**config.mk**
```make
export PLATFORM = sky130hd
export DESIGN_NAME = msix_irq_req_rx_flat
export DESIGN_NICKNAME = d
export VERILOG_FILES = /design/src/rtl/msix_irq_req_rx_if.sv /design/src/rtl/msix_irq_req_rx.sv /design/src/flat_wrapper.sv
export SDC_FILE = /design/constraint.sdc
export NUM_CORES = 1
export LEC_CHECK = 0
export CAP_MARGIN = 20
export CORE_AREA = 2 2 101 103
export CTS_BUF_LIST = sky130_fd_sc_hd__clkbuf_16
export DETAILED_ROUTE_END_ITERATION = 8
export DIE_AREA = 0 0 103 105
export PLACE_DENSITY = 0.81
export SLEW_MARGIN = 25
export SYNTH_ARGS = -nofsm -noshare
export SYNTH_HDL_FRONTEND = slang
export SYNTH_SLANG_ARGS = --single-unit
```
**constraint.sdc**
```tcl
create_clock -name clk -period 6.7 [get_ports clk]
set_input_delay 0.67 -clock clk [delete_from_list [all_inputs] [get_ports clk]]
set_output_delay 0.67 -clock clk [all_outputs]
set_load 0.03 [all_outputs]
```
**src/rtl/msix_irq_req_rx_if.sv**
```systemverilog
// AXI4-lite bundle between an interrupt-doorbell master and msix_irq_req_rx.
// master: fabric/initiator side; slave: the doorbell responder.
interface msix_irq_req_rx_if #(
  parameter int ADDR_WIDTH = 21,
  parameter int DATA_WIDTH = 64
);
  logic                    awvalid;
  logic                    awready;
  logic [ADDR_WIDTH-1:0]   awaddr;
  logic [2:0]              awprot;
  logic                    wvalid;
  logic                    wready;
  logic [DATA_WIDTH-1:0]   wdata;
  logic [DATA_WIDTH/8-1:0] wstrb;
  logic                    bvalid;
  logic                    bready;
  logic [1:0]              bresp;
  logic                    arvalid;
  logic                    arready;
  logic [ADDR_WIDTH-1:0]   araddr;
  logic [2:0]              arprot;
  logic                    rvalid;
  logic                    rready;
  logic [DATA_WIDTH-1:0]   rdata;
  logic [1:0]              rresp;

  modport master (
    output awvalid, awaddr, awprot, wvalid, wdata, wstrb, bready,
           arvalid, araddr, arprot, rready,
    input  awready, wready, bvalid, bresp, arready, rvalid, rdata, rresp
  );

  modport slave (
    input  awvalid, awaddr, awprot, wvalid, wdata, wstrb, bready,
           arvalid, araddr, arprot, rready,
    output awready, wready, bvalid, bresp, arready, rvalid, rdata, rresp
  );
endinterface

```
**src/rtl/msix_irq_req_rx.sv**
```systemverilog
// msix_irq_req_rx: AXI4-lite doorbell responder that turns interrupt-request
// writes into an ordered stream of MSI-X vector requests. One pending bit per
// vector; repeat requests for a pending vector are merged (coalesced).
// Optional macro MSIX_RX_COALESCE_CNT_EN compiles in a saturating 32-bit
// coalesce counter readable in status bits [63:32].
module msix_irq_req_rx #(
  parameter int          ADDR_WIDTH      = 21,
  parameter int          DATA_WIDTH      = 64,
  parameter logic [11:0] DOORBELL_OFFSET = 12'h010,
  parameter logic [11:0] STATUS_OFFSET   = 12'h018,
  parameter int          NUM_VECTORS     = 8,
  localparam int         VW              = $clog2(NUM_VECTORS)
) (
  input  logic                clk,
  input  logic                rst_n,
  msix_irq_req_rx_if.slave    axi,
  output logic                irq_valid,
  input  logic                irq_ready,
  output logic [VW-1:0]       irq_vector
);

  typedef enum logic {W_IDLE = 1'b0, W_RESP = 1'b1} wstate_t;

  // Write-side state
  wstate_t          state_q, state_d;
  logic             aw_held_q, aw_held_d;
  logic             w_held_q, w_held_d;
  logic [11:0]      awaddr_q, awaddr_d;
  logic [7:0]       wbyte_q, wbyte_d;
  logic             wstrb0_q, wstrb0_d;
  logic             awready_q, awready_d;
  logic             wready_q, wready_d;
  logic             bvalid_q, bvalid_d;
  logic [1:0]       bresp_q, bresp_d;

  // Read-side state
  logic                  arready_q, arready_d;
  logic                  rvalid_q, rvalid_d;
  logic [DATA_WIDTH-1:0] rdata_q, rdata_d;

  // Pending bits and vector FIFO (occupancy always equals popcount(pending))
  logic [NUM_VECTORS-1:0] pending_q, pending_d;
  logic [VW-1:0]          mem_q [NUM_VECTORS];
  logic [VW-1:0]          mem_d [NUM_VECTORS];
  logic [VW-1:0]          wr_ptr_q, wr_ptr_d;
  logic [VW-1:0]          rd_ptr_q, rd_ptr_d;
  logic [VW:0]            count_q, count_d;

  // Combinational helpers
  logic                   aw_fire, w_fire, ar_fire, pop, commit;
  logic [11:0]            c_addr;
  logic [7:0]             c_byte;
  logic                   c_strb;
  logic [VW-1:0]          v_idx, head;
  logic                   push, coalesce, slverr;
  logic [NUM_VECTORS-1:0] pop_mask, push_mask, pending_eff;
  logic [31:0]            pend32;
  logic [31:0]            coal_val;

`ifdef MSIX_RX_COALESCE_CNT_EN
  logic [31:0] coal_cnt_q, coal_cnt_d;

  // Saturating count of merged doorbells
  always_comb begin
    coal_cnt_d = coal_cnt_q;
    if (coalesce && (coal_cnt_q != 32'hFFFF_FFFF)) coal_cnt_d = coal_cnt_q + 32'd1;
  end

  // Counter register, cleared only by reset
  always_ff @(posedge clk) begin
    if (!rst_n) coal_cnt_q <= 32'd0;
    else        coal_cnt_q <= coal_cnt_d;
  end

  assign coal_val = coal_cnt_q;
  logic unused_cnt;
  assign unused_cnt = 1'b0;
`else
  assign coal_val = 32'd0;
  logic unused_cnt;
  assign unused_cnt = coalesce;
`endif

  // Next-state logic: AW/W capture, doorbell decode, pending/FIFO update, reads
  always_comb begin
    aw_fire = axi.awvalid & awready_q;
    w_fire  = axi.wvalid & wready_q;
    ar_fire = axi.arvalid & arready_q;

    head     = mem_q[rd_ptr_q];
    pop      = (count_q != '0) & irq_ready;
    pop_mask = '0;
    if (pop) pop_mask[head] = 1'b1;
    // Pop of this cycle takes effect before the doorbell lookup, so a request
    // for the vector leaving the head is queued again as a fresh entry.
    pending_eff = pending_q & ~pop_mask;

    c_addr = aw_fire ? axi.awaddr[11:0] : awaddr_q;
    c_byte = w_fire  ? axi.wdata[7:0]   : wbyte_q;
    c_strb = w_fire  ? axi.wstrb[0]     : wstrb0_q;
    v_idx  = c_byte[VW-1:0];
    commit = (state_q == W_IDLE) & (aw_held_q | aw_fire) & (w_held_q | w_fire);

    push     = 1'b0;
    coalesce = 1'b0;
    slverr   = 1'b0;
    if (commit && (c_addr == DOORBELL_OFFSET) && c_strb) begin
      if ({24'd0, c_byte} >= 32'(NUM_VECTORS)) slverr = 1'b1;
      else if (pending_eff[v_idx])             coalesce = 1'b1;
      else                                     push = 1'b1;
    end
    push_mask = '0;
    if (push) push_mask[v_idx] = 1'b1;
    pending_d = pending_eff | push_mask;

    mem_d    = mem_q;
    wr_ptr_d = wr_ptr_q;
    rd_ptr_d = rd_ptr_q;
    if (push) begin
      mem_d[wr_ptr_q] = v_idx;
      wr_ptr_d        = wr_ptr_q + 1'b1;
    end
    if (pop) rd_ptr_d = rd_ptr_q + 1'b1;
    count_d = count_q + (VW+1)'(push) - (VW+1)'(pop);

    // Write channel FSM
    state_d   = state_q;
    aw_held_d = aw_held_q;
    w_held_d  = w_held_q;
    awaddr_d  = awaddr_q;
    wbyte_d   = wbyte_q;
    wstrb0_d  = wstrb0_q;
    awready_d = awready_q;
    wready_d  = wready_q;
    bvalid_d  = bvalid_q;
    bresp_d   = bresp_q;
    case (state_q)
      W_IDLE: begin
        if (aw_fire) begin
          aw_held_d = 1'b1;
          awaddr_d  = axi.awaddr[11:0];
        end
        if (w_fire) begin
          w_held_d = 1'b1;
          wbyte_d  = axi.wdata[7:0];
          wstrb0_d = axi.wstrb[0];
        end
        awready_d = ~(aw_held_q | aw_fire);
        wready_d  = ~(w_held_q | w_fire);
        if (commit) begin
          state_d   = W_RESP;
          aw_held_d = 1'b0;
          w_held_d  = 1'b0;
          awready_d = 1'b0;
          wready_d  = 1'b0;
          bvalid_d  = 1'b1;
          bresp_d   = slverr ? 2'b10 : 2'b00;
        end
      end
      default: begin
        if (bvalid_q && axi.bready) begin
          state_d   = W_IDLE;
          bvalid_d  = 1'b0;
          awready_d = 1'b1;
          wready_d  = 1'b1;
        end
      end
    endcase

    // Read channel: one outstanding read, data snapshot taken at accept
    pend32 = '0;
    pend32[NUM_VECTORS-1:0] = pending_q;
    rvalid_d = rvalid_q;
    rdata_d  = rdata_q;
    if (rvalid_q && axi.rready) rvalid_d = 1'b0;
    if (ar_fire) begin
      rvalid_d = 1'b1;
      rdata_d  = (axi.araddr[11:0] == STATUS_OFFSET) ? DATA_WIDTH'({coal_val, pend32}) : '0;
    end
    arready_d = ~rvalid_d;
  end

  // State registers; reset clears everything, including any held AW/W
  always_ff @(posedge clk) begin
    if (!rst_n) begin
      state_q   <= W_IDLE;
      aw_held_q <= 1'b0;
      w_held_q  <= 1'b0;
      awaddr_q  <= '0;
      wbyte_q   <= '0;
      wstrb0_q  <= 1'b0;
      awready_q <= 1'b0;
      wready_q  <= 1'b0;
      bvalid_q  <= 1'b0;
      bresp_q   <= 2'b00;
      arready_q <= 1'b0;
      rvalid_q  <= 1'b0;
      rdata_q   <= '0;
      pending_q <= '0;
      wr_ptr_q  <= '0;
      rd_ptr_q  <= '0;
      count_q   <= '0;
      for (int i = 0; i < NUM_VECTORS; i++) mem_q[i] <= '0;
    end else begin
      state_q   <= state_d;
      aw_held_q <= aw_held_d;
      w_held_q  <= w_held_d;
      awaddr_q  <= awaddr_d;
      wbyte_q   <= wbyte_d;
      wstrb0_q  <= wstrb0_d;
      awready_q <= awready_d;
      wready_q  <= wready_d;
      bvalid_q  <= bvalid_d;
      bresp_q   <= bresp_d;
      arready_q <= arready_d;
      rvalid_q  <= rvalid_d;
      rdata_q   <= rdata_d;
      pending_q <= pending_d;
      wr_ptr_q  <= wr_ptr_d;
      rd_ptr_q  <= rd_ptr_d;
      count_q   <= count_d;
      for (int i = 0; i < NUM_VECTORS; i++) mem_q[i] <= mem_d[i];
    end
  end

  assign axi.awready = awready_q;
  assign axi.wready  = wready_q;
  assign axi.bvalid  = bvalid_q;
  assign axi.bresp   = bresp_q;
  assign axi.arready = arready_q;
  assign axi.rvalid  = rvalid_q;
  assign axi.rdata   = rdata_q;
  assign axi.rresp   = 2'b00;
  assign irq_valid   = (count_q != '0);
  assign irq_vector  = head;

  // Protection bits, upper address bits and unused data lanes carry no meaning
  logic unused_ok;
  assign unused_ok = &{1'b0, axi.awprot, axi.arprot, axi.awaddr[ADDR_WIDTH-1:12],
                       axi.araddr[ADDR_WIDTH-1:12], axi.wdata[DATA_WIDTH-1:8],
                       axi.wstrb[DATA_WIDTH/8-1:1], unused_cnt};

endmodule

```
**src/flat_wrapper.sv**
```systemverilog
// flat-port wrapper written by rule: the top's interface ports become plain ports
module msix_irq_req_rx_flat 
#(
  parameter int          ADDR_WIDTH      = 21,
  parameter int          DATA_WIDTH      = 64,
  parameter logic [11:0] DOORBELL_OFFSET = 12'h010,
  parameter logic [11:0] STATUS_OFFSET   = 12'h018,
  parameter int          NUM_VECTORS     = 8,
  localparam int         VW              = $clog2(NUM_VECTORS)
)
  (clk, rst_n, irq_valid, irq_ready, irq_vector, axi_awvalid, axi_awaddr, axi_awprot, axi_wvalid, axi_wdata, axi_wstrb, axi_bready, axi_arvalid, axi_araddr, axi_arprot, axi_rready, axi_awready, axi_wready, axi_bvalid, axi_bresp, axi_arready, axi_rvalid, axi_rdata, axi_rresp);
  msix_irq_req_rx_if #(.ADDR_WIDTH(ADDR_WIDTH), .DATA_WIDTH(DATA_WIDTH)) axi_i ();
  input  logic clk;
  input  logic rst_n;
  output logic irq_valid;
  input  logic irq_ready;
  output logic [VW-1:0] irq_vector;
  input wire logic [$bits(axi_i.awvalid)-1:0] axi_awvalid;
  input wire logic [$bits(axi_i.awaddr)-1:0] axi_awaddr;
  input wire logic [$bits(axi_i.awprot)-1:0] axi_awprot;
  input wire logic [$bits(axi_i.wvalid)-1:0] axi_wvalid;
  input wire logic [$bits(axi_i.wdata)-1:0] axi_wdata;
  input wire logic [$bits(axi_i.wstrb)-1:0] axi_wstrb;
  input wire logic [$bits(axi_i.bready)-1:0] axi_bready;
  input wire logic [$bits(axi_i.arvalid)-1:0] axi_arvalid;
  input wire logic [$bits(axi_i.araddr)-1:0] axi_araddr;
  input wire logic [$bits(axi_i.arprot)-1:0] axi_arprot;
  input wire logic [$bits(axi_i.rready)-1:0] axi_rready;
  output wire logic [$bits(axi_i.awready)-1:0] axi_awready;
  output wire logic [$bits(axi_i.wready)-1:0] axi_wready;
  output wire logic [$bits(axi_i.bvalid)-1:0] axi_bvalid;
  output wire logic [$bits(axi_i.bresp)-1:0] axi_bresp;
  output wire logic [$bits(axi_i.arready)-1:0] axi_arready;
  output wire logic [$bits(axi_i.rvalid)-1:0] axi_rvalid;
  output wire logic [$bits(axi_i.rdata)-1:0] axi_rdata;
  output wire logic [$bits(axi_i.rresp)-1:0] axi_rresp;
  assign axi_i.awvalid = axi_awvalid;
  assign axi_i.awaddr = axi_awaddr;
  assign axi_i.awprot = axi_awprot;
  assign axi_i.wvalid = axi_wvalid;
  assign axi_i.wdata = axi_wdata;
  assign axi_i.wstrb = axi_wstrb;
  assign axi_i.bready = axi_bready;
  assign axi_i.arvalid = axi_arvalid;
  assign axi_i.araddr = axi_araddr;
  assign axi_i.arprot = axi_arprot;
  assign axi_i.rready = axi_rready;
  assign axi_awready = axi_i.awready;
  assign axi_wready = axi_i.wready;
  assign axi_bvalid = axi_i.bvalid;
  assign axi_bresp = axi_i.bresp;
  assign axi_arready = axi_i.arready;
  assign axi_rvalid = axi_i.rvalid;
  assign axi_rdata = axi_i.rdata;
  assign axi_rresp = axi_i.rresp;
  msix_irq_req_rx #(.ADDR_WIDTH(ADDR_WIDTH), .DATA_WIDTH(DATA_WIDTH), .DOORBELL_OFFSET(DOORBELL_OFFSET), .STATUS_OFFSET(STATUS_OFFSET), .NUM_VECTORS(NUM_VECTORS)) u_core (.clk(clk), .rst_n(rst_n), .axi(axi_i), .irq_valid(irq_valid), .irq_ready(irq_ready), .irq_vector(irq_vector));
endmodule
```
After elaboration in Yosys (flattened, before gate mapping)
Cells that the tools add are included.
{"block": "totals", "register_bits": 137, "latchBits": 0, "ramBits": 0, "rom_bits": 0, "input_bits": 128, "out_inout_bits": 77, "elab_cells": 113, "memories": 0}
{"block": "op_classes", "n_addsub": 4, "multipliers": 0, "n_div": 0, "magnitude_cmp": 8, "eq_ne": 3, "n_shift": 0, "n_mux": 41, "n_bitwise": 17, "reduce_logical": 15}
{"operator": "two-way mux 8 bit", "count": 4}
{"operator": "two-way mux 1 bit", "count": 26}
{"operator": "bitwise mux 24 bit", "count": 1}
{"operator": "== test 12 x 5 -> 1 bit (second input constant)", "count": 2}
{"operator": "two-way mux 12 bit", "count": 1}
{"operator": "binary-select mux 3 bit (select 3 bit)", "count": 1}
{"operator": "demux 3 bit (select 3 bit)", "count": 1}
{"operator": "two-way mux 3 bit", "count": 3}
{"operator": "AND 8 bit", "count": 1}
{"operator": ">= comparator 4 bit (second input constant)", "count": 2}
{"operator": ">= comparator 8 x 4 -> 1 bit (second input constant)", "count": 1}
{"operator": "less-than comparator 3 x 4 -> 1 bit (second input constant)", "count": 2}
{"operator": "inverter 3 -> 4 bit", "count": 2}
{"operator": "inverter 8 bit", "count": 1}
{"operator": "bitwise OR 8 bit", "count": 1}
{"operator": "AND reduction 2 bit", "count": 4}
{"operator": "logical AND 1 bit", "count": 7}
{"operator": "adder 3 x 1 -> 3 bit (second input constant)", "count": 2}
{"operator": "AND 1 bit", "count": 6}
{"operator": "demux 1 bit (select 3 bit)", "count": 2}
{"operator": ">= comparator 3 x 1 -> 1 bit (second input constant)", "count": 2}
{"operator": "nonzero test 2 bit", "count": 3}
{"operator": "adder 4 x 1 -> 4 bit", "count": 1}
{"operator": "less-than comparator 4 x 1 -> 1 bit (second input constant)", "count": 1}
{"operator": "7 further kinds", "count": 11}

Logic depth before layout (Yosys ltp)
Gate-level depths: netlist (run 1).
{"block": "depth", "word_depth": 18, "ltp_mapped": 16, "depth_no_buf": 15}

Least setup slack after synthesis (run 1)
Ideal clock, no wire load.
{"block": "synth_timing", "path_kind": "register to register", "startpoint": "register u_core.rd_ptr_q[0]", "endpoint": "register u_core.count_q[2]", "setup_time_ps": 128, "arrival_time_ps": 3416, "t_required_ps": 6572, "setup_slack_ps": 3156, "path_stages_with_launch": 15, "n_path_buf": 2, "synth_period_minus_slack_ps": 3544, "path_cell_list": "dfxtp_1 -> buf_4 -> mux4_2 -> mux2_2 -> or2_2 -> o21ai_0 -> mux4_2 -> buf_4 -> nor2_1 -> nor4b_1 -> ha_1 -> inv_1 -> fa_1 -> xor2_1 -> nor2_1"}
{"block": "synth_between", "elab_chain_len": 18, "word_cells_on_any_way": 19, "classes_between": "add/sub: 2; order compare: 2; mux: 11; bitwise: 3; reduce/logical: 1"}
{"element": "from (decl)", "line_no": "msix_irq_req_rx.sv:46", "source": "logic [VW-1:0] rd_ptr_q, rd_ptr_d;"}
{"element": "from (signal assigned)", "line_no": "msix_irq_req_rx.sv:220", "source": "rd_ptr_q <= rd_ptr_d;"}
{"element": "inverter 3 -> 4 bit (implied by the code) *", "line_no": "msix_irq_req_rx.sv:90", "source": "head = mem_q[rd_ptr_q];"}
{"element": "binary-select mux 3 bit (select 3 bit) *", "line_no": "msix_irq_req_rx.sv:90"}
{"element": "two-way mux 3 bit (implied by the code) * (2 in series)", "line_no": "msix_irq_req_rx.sv:90"}
{"element": "net irq_vector[2]", "line_no": "flat_wrapper.sv:17", "source": "output logic [VW-1:0] irq_vector;"}
{"element": "less-than comparator 3 x 4 -> 1 bit (implied by the code) or >= comparator 3 x 1 -> 1 bit (tied branches)", "line_no": "msix_irq_req_rx.sv:93", "source": "if (pop) pop_mask[head] = 1'b1;"}
{"element": "logical AND 1 bit (implied by the code)", "line_no": "msix_irq_req_rx.sv:93"}
{"element": "two-way mux 1 bit (implied by the code)", "line_no": "msix_irq_req_rx.sv:93"}
{"element": "demux 1 bit (select 3 bit) *"}
{"element": "[... 3 more ...]"}
{"element": "binary-select mux 1 bit (select 3 bit) *", "line_no": "msix_irq_req_rx.sv:109", "source": "else if (pending_eff[v_idx]) coalesce = 1'b1;"}
{"element": "two-way mux 1 bit (implied by the code) *", "line_no": "msix_irq_req_rx.sv:109"}
{"element": "two-way mux 1 bit *", "line_no": "msix_irq_req_rx.sv:109"}
{"element": "two-way mux 1 bit *", "line_no": "msix_irq_req_rx.sv:108", "source": "if ({24'd0, c_byte} >= 32'(NUM_VECTORS)) slverr = 1'b1;"}
{"element": "two-way mux 1 bit *", "line_no": "msix_irq_req_rx.sv:107", "source": "if (commit && (c_addr == DOORBELL_OFFSET) && c_strb) begin"}
{"element": "net u_core.push", "line_no": "msix_irq_req_rx.sv:55", "source": "logic push, coalesce, slverr;"}
{"element": "adder 4 x 1 -> 4 bit *", "line_no": "msix_irq_req_rx.sv:124", "source": "count_d = count_q + (VW+1)'(push) - (VW+1)'(pop);"}
{"element": "subtractor 4 x 1 -> 4 bit *", "line_no": "msix_irq_req_rx.sv:124"}
{"element": "to (signal assigned)", "line_no": "msix_irq_req_rx.sv:221", "source": "count_q <= count_d;"}
{"element": "to (decl)", "line_no": "msix_irq_req_rx.sv:47", "source": "logic [VW:0] count_q, count_d;"}
Mark *: on every way through the listed nets, which the timed path passes. The rest lies on a longest branch. The select of a mux whose other input is x is not followed.
A chain may end at the register's enable or synchronous reset.

Worst setup path in the final report (run 1)
{"block": "layout_timing", "startpoint": "register u_core.rd_ptr_q[0]", "endpoint": "register u_core.count_q[2]"}
{"block": "layout_between", "elab_chain_len": 18, "word_cells_on_any_way": 19, "classes_between": "add/sub: 2; order compare: 2; mux: 11; bitwise: 3; reduce/logical: 1"}
{"element": "inverter 3 -> 4 bit (implied by the code) *", "line_no": "msix_irq_req_rx.sv:90"}
{"element": "binary-select mux 3 bit (select 3 bit) *", "line_no": "msix_irq_req_rx.sv:90"}
{"element": "two-way mux 3 bit (implied by the code) * (2 in series)", "line_no": "msix_irq_req_rx.sv:90"}
{"element": "less-than comparator 3 x 4 -> 1 bit (implied by the code) or >= comparator 3 x 1 -> 1 bit (tied branches)", "line_no": "msix_irq_req_rx.sv:93"}
{"element": "logical AND 1 bit (implied by the code)", "line_no": "msix_irq_req_rx.sv:93"}
{"element": "two-way mux 1 bit (implied by the code)", "line_no": "msix_irq_req_rx.sv:93"}
{"element": "demux 1 bit (select 3 bit) *"}
{"element": "two-way mux 8 bit *", "line_no": "msix_irq_req_rx.sv:93"}
{"element": "[... 2 more ...]"}
{"element": "binary-select mux 1 bit (select 3 bit) *", "line_no": "msix_irq_req_rx.sv:109"}
{"element": "two-way mux 1 bit (implied by the code) *", "line_no": "msix_irq_req_rx.sv:109"}
{"element": "two-way mux 1 bit *", "line_no": "msix_irq_req_rx.sv:109"}
{"element": "two-way mux 1 bit *", "line_no": "msix_irq_req_rx.sv:108"}
{"element": "two-way mux 1 bit *", "line_no": "msix_irq_req_rx.sv:107"}
{"element": "net u_core.push", "line_no": "msix_irq_req_rx.sv:55"}
{"element": "adder 4 x 1 -> 4 bit *", "line_no": "msix_irq_req_rx.sv:124"}
{"element": "subtractor 4 x 1 -> 4 bit *", "line_no": "msix_irq_req_rx.sv:124"}
Marks and branches as above.

==> results_dict.tcl, run 1 <==
set metrics [dict create \
    vias_per_cell 5.04 \
    num_rows 36 \
    synthDistinctLibCells 49 \
    grt_max_degree 44 \
    crit_type "reg2reg" \
    routed-via-count 3299 \
    netlist_area_mm2 0.00416 \
    leakagePower_nw 2.01 \
    grt_pass1_vias 3081 \
    synth_warnings 0 \
    wl_per_cell_um 13.5 \
    yosys.area_share.simple_pct 18.7 \
    power.density_mw_per_mm2 267 \
    worstSetupEndpointType "flip-flop" \
    setup_violations 0 \
    cts_made_buffers 9 \
    crit_fanout 11 \
    start_kind "flip-flop" \
    synth_top_family_by_area "simple AND/OR/NAND/NOR gates" \
    maxCapViolCount 0 \
    start_util_pct 43.1 \
    synth-xor-area-share_pct 0.843 \
    die_y_um 105 \
    die_area_mm2 0.0108 \
    grt_use_met2_pct 27.7 \
    pin_count 205 \
    synthTopCellsByArea "dfxtp_1 39%, buf_4 11%, mux2i_1 9.4%" \
    final.setup_skew_ns 0.00844 \
    timing.hold.ws_ns 0.458 \
    netlist.area_leader.share_pct 38.5 \
    yosysSeqAreaShare_pct 38.5 \
    syn_area_per_cell_um2 8.82 \
    drive_gt1_share_pct 7.66 \
    max_stage_delay_ns 0.68 \
    cts_resized 0 \
    post_cts_buffers 0 \
    gr-usage-met1_pct 19.4 \
    worst_pin_slew_ns 0.975 \
    diodes 0 \
    period_needed_ns 4.30 \
    rsz0062_at_grt "no" \
    first_iter_violations 142 \
    synth-adder-area-share_pct 2.59 \
    synth_seq_cells 80 \
    first_pass_iters 5 \
    drc 0 \
    peakVddDrop_uv 125 \
    antenna_found_initial 0 \
    cp_slowest_cell "dfxtp_1" \
    cts_tree "built" \
    io_buffers 58 \
    synth_top_flop_cell "dfxtp_1" \
    grt_overflow 0 \
    grt_pass1_wl_um 13900 \
    numClockSinks 80 \
    clk_pin_slew_ns 0.06 \
    synth-compound-area-share_pct 11.1 \
    clk_path_buf_depth 2 \
    finalCritPeriodShare_pct 64.1 \
    hold_class "reg2reg" \
    synth_top_cell_by_area "dfxtp_1" \
    top_usage_layer "met2" \
    arrival_ns 4.49 \
    fp.coreArea_mm2 0.00964 \
    cts-root-buf "clkbuf_16" \
    cts-hold-fix-buffers 0 \
    fill_cells 899 \
    synth_edf_count 0 \
    place_hpwl_um 6590 \
    finalMaxSlewViolations 0 \
    crit_required_ns 6.90 \
    fmax_mhz 233 \
    antenna_left 0 \
    worst_skew_pair.late_latency_ns 0.34 \
    finalSetupTns_ns 0 \
    path_cells "mux4_2 > mux2_2 > or2_2 > o21ai_0 > mux4_2 > nor2_1 > nor4b_1 > ha_1 > inv_1 > fa_1 > xor2_1 > nor2_1" \
    track_usage_pct 16.2 \
    final_nets 653 \
    hold_violations 0 \
    synthToLayoutAreaGrowth_pct 17.2 \
    slew-limit-headroom_pct 34.5 \
    drt-total-wl_um 8870 \
    synth_mux_area_share_pct 14.3 \
    status "complete, no violations" \
    async_flop_share_pct 0 \
    synthCells 471 \
    cts_max_level 3 \
    gr-usage-met3_pct 4.35 \
    die_w_um 103 \
    globalplace.congestion 0.873 \
]
[placed cells by master, fill, tap and decap left out, types with 2 or more instances in the layout]
master	Yosys	final
nand4_1	2	2
xnor2_1	2	2
clkdlybuf4s50_1	0	58
o22ai_1	5	5
a21oi_1	22	22
mux4_2	5	5
nand3_1	5	5
mux2_2	8	8
nor4b_1	4	4
inv_6	0	3
inv_1	9	9
xor2_1	2	2
clkbuf_16	0	9
and2_1	2	2
and3_1	2	2
o31ai_1	4	4
or2_2	3	3
nor3b_1	3	3
nand2_1	81	81
clkinvlp_4	0	2
dfxtp_1	80	80
or3_1	6	6
o2111ai_1	5	5
ha_1	7	7
conb_1	1	59
o21ai_0	7	7
nand2b_1	7	7
a22oi_1	9	9
o2111ai_2	3	3
nor3_1	5	5
nor4_1	5	5
nor2_1	39	39
mux2i_1	39	39
[worst max-delay path, delay by kind of cell (launching register included)]
kind | cells | cell delay (ns)
AND/OR/NAND/NOR | 4 | 0.89
adder cells (fa/ha/maj) | 2 | 0.67
XOR/XNOR | 1 | 0.17
multiplexers | 3 | 1.42
flip-flops | 1 | 0.68
AO/OA/AOI/OAI | 1 | 0.26
buffers and inverters | 1 | 0.07
[logic make-up (layout without fill, tap and decap cells)]
family	count (synthesis)	in the layout
mux	52	52
buf+inv	92	85
fa+ha+maj	8	8
flops	80	80
compound gates	64	64
other cells	1	59
xor+xnor	4	4
simple gates	170	170
[cell type report]
| class | count | area (µm²) | share of cell area, % |
|---|---|---|---|
| Multi-Input combinational cell | 357 | 2200 | 45.1 |
| Sequential cell | 80 | 1600 | 32.9 |
| Timing Repair Buffer | 59 | 588 | 12.1 |
| Clock buffer | 9 | 225 | 4.63 |
| Tap cell | 133 | 166 | 3.42 |
| Clock inverter | 7 | 53.8 | 1.11 |
| Inverter | 10 | 37.5 | 0.771 |
[routing by layer]
layer | part of all wire [%] | vias to the layer above
met2 | 48 | 142
met4 | 1.6 | 0
met3 | 7.5 | 14
met5 | 0 | -
met1 | 42 | 1542
li1 | - | 1601
[synthesized netlist by cell type, drive strengths merged, types with 2 or more instances]
cell type  number
a21oi          22
a221oi          2
a22oi           9
and2            2
and3            2
buf            61
clkbuf         21
dfxtp          80
ha              7
inv             9
mux2            8
mux2i          39
mux4            5
nand2          81
nand2b          7
nand3           5
nand4           2
nor2           39
nor3            5
nor3b           3
nor4            5
nor4b           4
o2111ai         8
o21ai           7
o22ai           5
o31ai           4
or2             3
or3             6
xnor2           2
xor2            2
[sequential cells by signal (all words and copies together), names as in the netlist, 3 cells and up]
| register | cells |
|---|---|
| u_core.mem_q | 24 |
| u_core.awaddr_q | 12 |
| u_core.axi.rdata | 8 |
| u_core.pending_q | 8 |
| u_core.wbyte_q | 8 |
| u_core.count_q | 4 |
| u_core.rd_ptr_q | 3 |
| u_core.wr_ptr_q | 3 |
[stage by stage]
| step | power [mW] | instances | util [%] | setup WS (ns) | instance area [µm²] |
|---|---|---|---|---|---|
| 2_1_floorplan | 0.794 | 529 | - | 3.16 | 4370 |
| 3_3_place_gp | 0.838 | 639 | 47.6 | 2.21 | 4590 |
| 3_5_place_dp | 0.852 | 639 | 47.6 | 2.15 | 4590 |
| 4_1_cts | 1.31 | 655 | 50.5 | 2.40 | 4870 |
| 5_1_grt | 1.36 | 655 | 50.5 | 2.27 | 4870 |
| 6_report | 1.30 | 655 | 50.5 | 2.40 | 4870 |
[final timing paths]
kind	from	slack, ns	end	cells after the start
max	u_core.rd_ptr_q[0]	2.40	u_core.count_q[2]	12
min	u_core.mem_q[17]	0.46	u_core.mem_q[17]	2
max reg2reg	u_core.rd_ptr_q[0]	2.40	u_core.count_q[2]	12
min reg2reg	u_core.mem_q[17]	0.46	u_core.mem_q[17]	2
[power breakdown]
| part | switching, mW | total (mW) | internal (mW) |
|---|---|---|---|
| Clock | 0.203 | 0.457 | 0.254 |
| Sequential | 0.0330 | 0.538 | 0.505 |
| Combinational | 0.180 | 0.304 | 0.124 |
Note: power is estimated with default switching activity, not from simulation.
==> run 2, diff against run 1 <==
--- a/config.mk
+++ b/config.mk
@@ -6,11 +6,11 @@
 export NUM_CORES = 1
 export LEC_CHECK = 0
 export CAP_MARGIN = 20
-export CORE_AREA = 2 2 101 103
+export CORE_AREA = 2 2 104 106
 export CTS_BUF_LIST = sky130_fd_sc_hd__clkbuf_16
 export DETAILED_ROUTE_END_ITERATION = 8
-export DIE_AREA = 0 0 103 105
-export PLACE_DENSITY = 0.81
+export DIE_AREA = 0 0 106 108
+export PLACE_DENSITY = 0.77
 export SLEW_MARGIN = 25
 export SYNTH_ARGS = -nofsm -noshare
 export SYNTH_HDL_FRONTEND = slang
==> constraint.sdc (replaced) <==
create_clock -name clk -period 4.4 [get_ports clk]
set_input_delay 0.44 -clock clk [delete_from_list [all_inputs] [get_ports clk]]
set_output_delay 0.44 -clock clk [all_outputs]
set_load 0.03 [all_outputs]
==> run 2 against run 1 <==
  * First-iteration DRC count down 2.1%
  * Final area up 1.1%
  * Final cell count up 0.92%
  * Wire length is 1.1% higher
  * Die area up 5.9%
  * Core utilization decreased by 2.4 points
  * Clock skew shrank 0.0026 ns
  * Via count increased by 0.64%
  * Clock power increased by 65%
  * Fmax up 12%
  * Critical path depth unchanged
  * Power is 57% higher
==> results_dict.tcl, run 2 (synthesis results as in run 1) <==
set metrics [dict create \
    status "complete, no violations" \
    switchingPower_mw 0.631 \
    rsz0062_at_grt "no" \
    antenna_found_initial 0 \
    seq_area_mm2 0.00160 \
    switching_share_pct 31.0 \
    drc 0 \
    vias_per_cell 5.02 \
    cts_made_buffers 9 \
    start_util_pct 40.6 \
    arrival_ns 4.04 \
    grt_max_degree 44 \
    cts_max_level 3 \
    setup_violations 0 \
    die_w_um 106 \
    pwr-share-clk_pct 36.9 \
    crit_fanout 5 \
    finalMaxSlewViolations 0 \
    io_buffers 58 \
    drive_gt1_share_pct 8.19 \
    cts_tree "built" \
    multi_input_area_mm2 0.00220 \
    synthToLayoutAreaGrowth_pct 18.4 \
    period_needed_ns 3.83 \
    fmax_mhz 261 \
    cts-root-buf "clkbuf_16" \
    r2r_setup_slack_ns 0.57 \
    largest-register "u_core.mem_q" \
    antenna_left 0 \
    pin_count 205 \
    largest_reg_flops 24 \
    dp.cells 645 \
    first_iter_violations 139 \
    worstHoldStart "u_core.mem_q[17]" \
    crit_type "reg2reg" \
    final.setup_skew_ns 0.00585 \
    grt_pass1_vias 3237 \
    slew-limit-headroom_pct 32.6 \
    pwr-share-seq_pct 39.8 \
    worstSetupEndpointType "flip-flop" \
    peakVddDrop_uv 188 \
    min_delay_path_depth 2 \
    power.density_mw_per_mm2 414 \
    r2r_end "u_core.count_q[2]" \
    hold_violations 0 \
    combPwrFrac_pct 23.3 \
    fill_cells 926 \
    routed-via-count 3320 \
    cts-hold-fix-buffers 0 \
    leakagePower_nw 2.04 \
    globalplace.congestion 0.860 \
    worst_pin_slew_ns 1.00 \
    r2r-start "u_core.rd_ptr_q[0]" \
    hold_class "reg2reg" \
    finalSetupTns_ns 0 \
    finalNonFillerCells 661 \
    start_kind "flip-flop" \
    min_to "u_core.mem_q[17]" \
    timing.hold.ws_ns 0.460 \
    r2r_cells 12 \
    crit_required_ns 4.60 \
    worst_skew_pair.late_latency_ns 0.34 \
    numClockSinks 80 \
    first_pass_iters 5 \
    finalCritPeriodShare_pct 87.1 \
    die_y_um 108 \
    intPower_mw 1.41 \
    grt_overflow 0 \
    reg.largest.list "u_core.mem_q x24, u_core.awaddr_q x12" \
    clk_pin_slew_ns 0.06 \
    place_hpwl_um 6640 \
    drt-total-wl_um 8970 \
    fin_util_pct 48.1 \
    wl_per_cell_um 13.6 \
    clk_path_buf_depth 2 \
    die_area_mm2 0.0114 \
    track_usage_pct 16.3 \
    fp.coreArea_mm2 0.0102 \
    final_nets 656 \
    diodes 0 \
    num_rows 37 \
    post_cts_buffers 0 \
    grt_pass1_wl_um 15000 \
    layout_commonest_cell "nand2_1" \
    cts_resized 0 \
    final_cell_mix "81 x nand2_1, 80 x dfxtp_1, 59 x conb_1" \
    maxCapViolCount 0 \
]
-- run 2: cell types whose count changed in the layout (fill, tap and decap cells not counted) --
cell / delta
clkinv_4: -1
inv_8: +1
buf_4: +3
clkinv_2: +1
bufinv_16: +1
inv_6: -1
inv_2: -1
-- run 2: worst max-delay path by stage --
stage                                  start  slack [ns]                 to
final                     u_core.rd_ptr_q[0]        0.57  u_core.count_q[2]
after global routing      u_core.rd_ptr_q[0]        0.34  u_core.count_q[2]
after CTS                 u_core.rd_ptr_q[0]        0.57  u_core.count_q[2]
after detailed placement  u_core.rd_ptr_q[0]        0.59  u_core.count_q[2]
after global placement            axi_wvalid        0.60  u_core.count_q[2]
after floorplan           u_core.rd_ptr_q[0]        0.86  u_core.count_q[2]
-- run 2: critical path: stages, from the launching register on --
cell and delay [ns]:
dfxtp_1 0.52, mux4_2 0.56, mux2_2 0.33, or2_2 0.32, o21ai_0 0.26, mux4_2 0.33
nor2_1 0.04, nor4b_1 0.40, ha_1 0.26, inv_1 0.06, fa_1 0.39, xor2_1 0.18
nor2_1 0.05
-- run 2: metal layers --
| layer | global-route usage (%) | share of wire [%] | vias to the layer above |
|---|---|---|---|
| met5 | 0 | 0 | - |
| met4 | 5.26 | 1.5 | 0 |
| met3 | 4.58 | 6.5 | 11 |
| met2 | 29.2 | 50 | 114 |
| met1 | 19.0 | 42 | 1582 |
| li1 | - | - | 1613 |
-- run 2: final cells by class --
type | instances | share of cell area (%)
inverters | 10 | 0.788
multi-input cells | 357 | 44.6
well taps | 136 | 3.46
clock inverters | 7 | 1.58
flip-flops and latches | 80 | 32.6
clock buffers | 9 | 4.58
repair buffers | 62 | 12.4
-- run 2: power by group through the flow --
| stage | clock, mW | combinational, mW | sequential, mW |
|---|---|---|---|
| 6_report | 0.752 | 0.475 | 0.810 |
| 5_1_grt | 0.802 | 0.530 | 0.819 |
| 4_1_cts | 0.770 | 0.478 | 0.811 |
| 3_5_place_dp | 0 | 0.475 | 0.826 |
| 2_1_floorplan | 0 | 0.397 | 0.812 |
| 3_3_place_gp | 0 | 0.460 | 0.823 |
-- run 2: per-stage QoR --
step / instance area, µm² / power (mW) / setup slack (ns)
floorplan: 4370 / 1.21 / 0.856
global placement: 4620 / 1.28 / 0.600
detailed placement: 4620 / 1.30 / 0.594
CTS: 4920 / 2.06 / 0.566
global route: 4920 / 2.15 / 0.342
finish: 4920 / 2.04 / 0.567
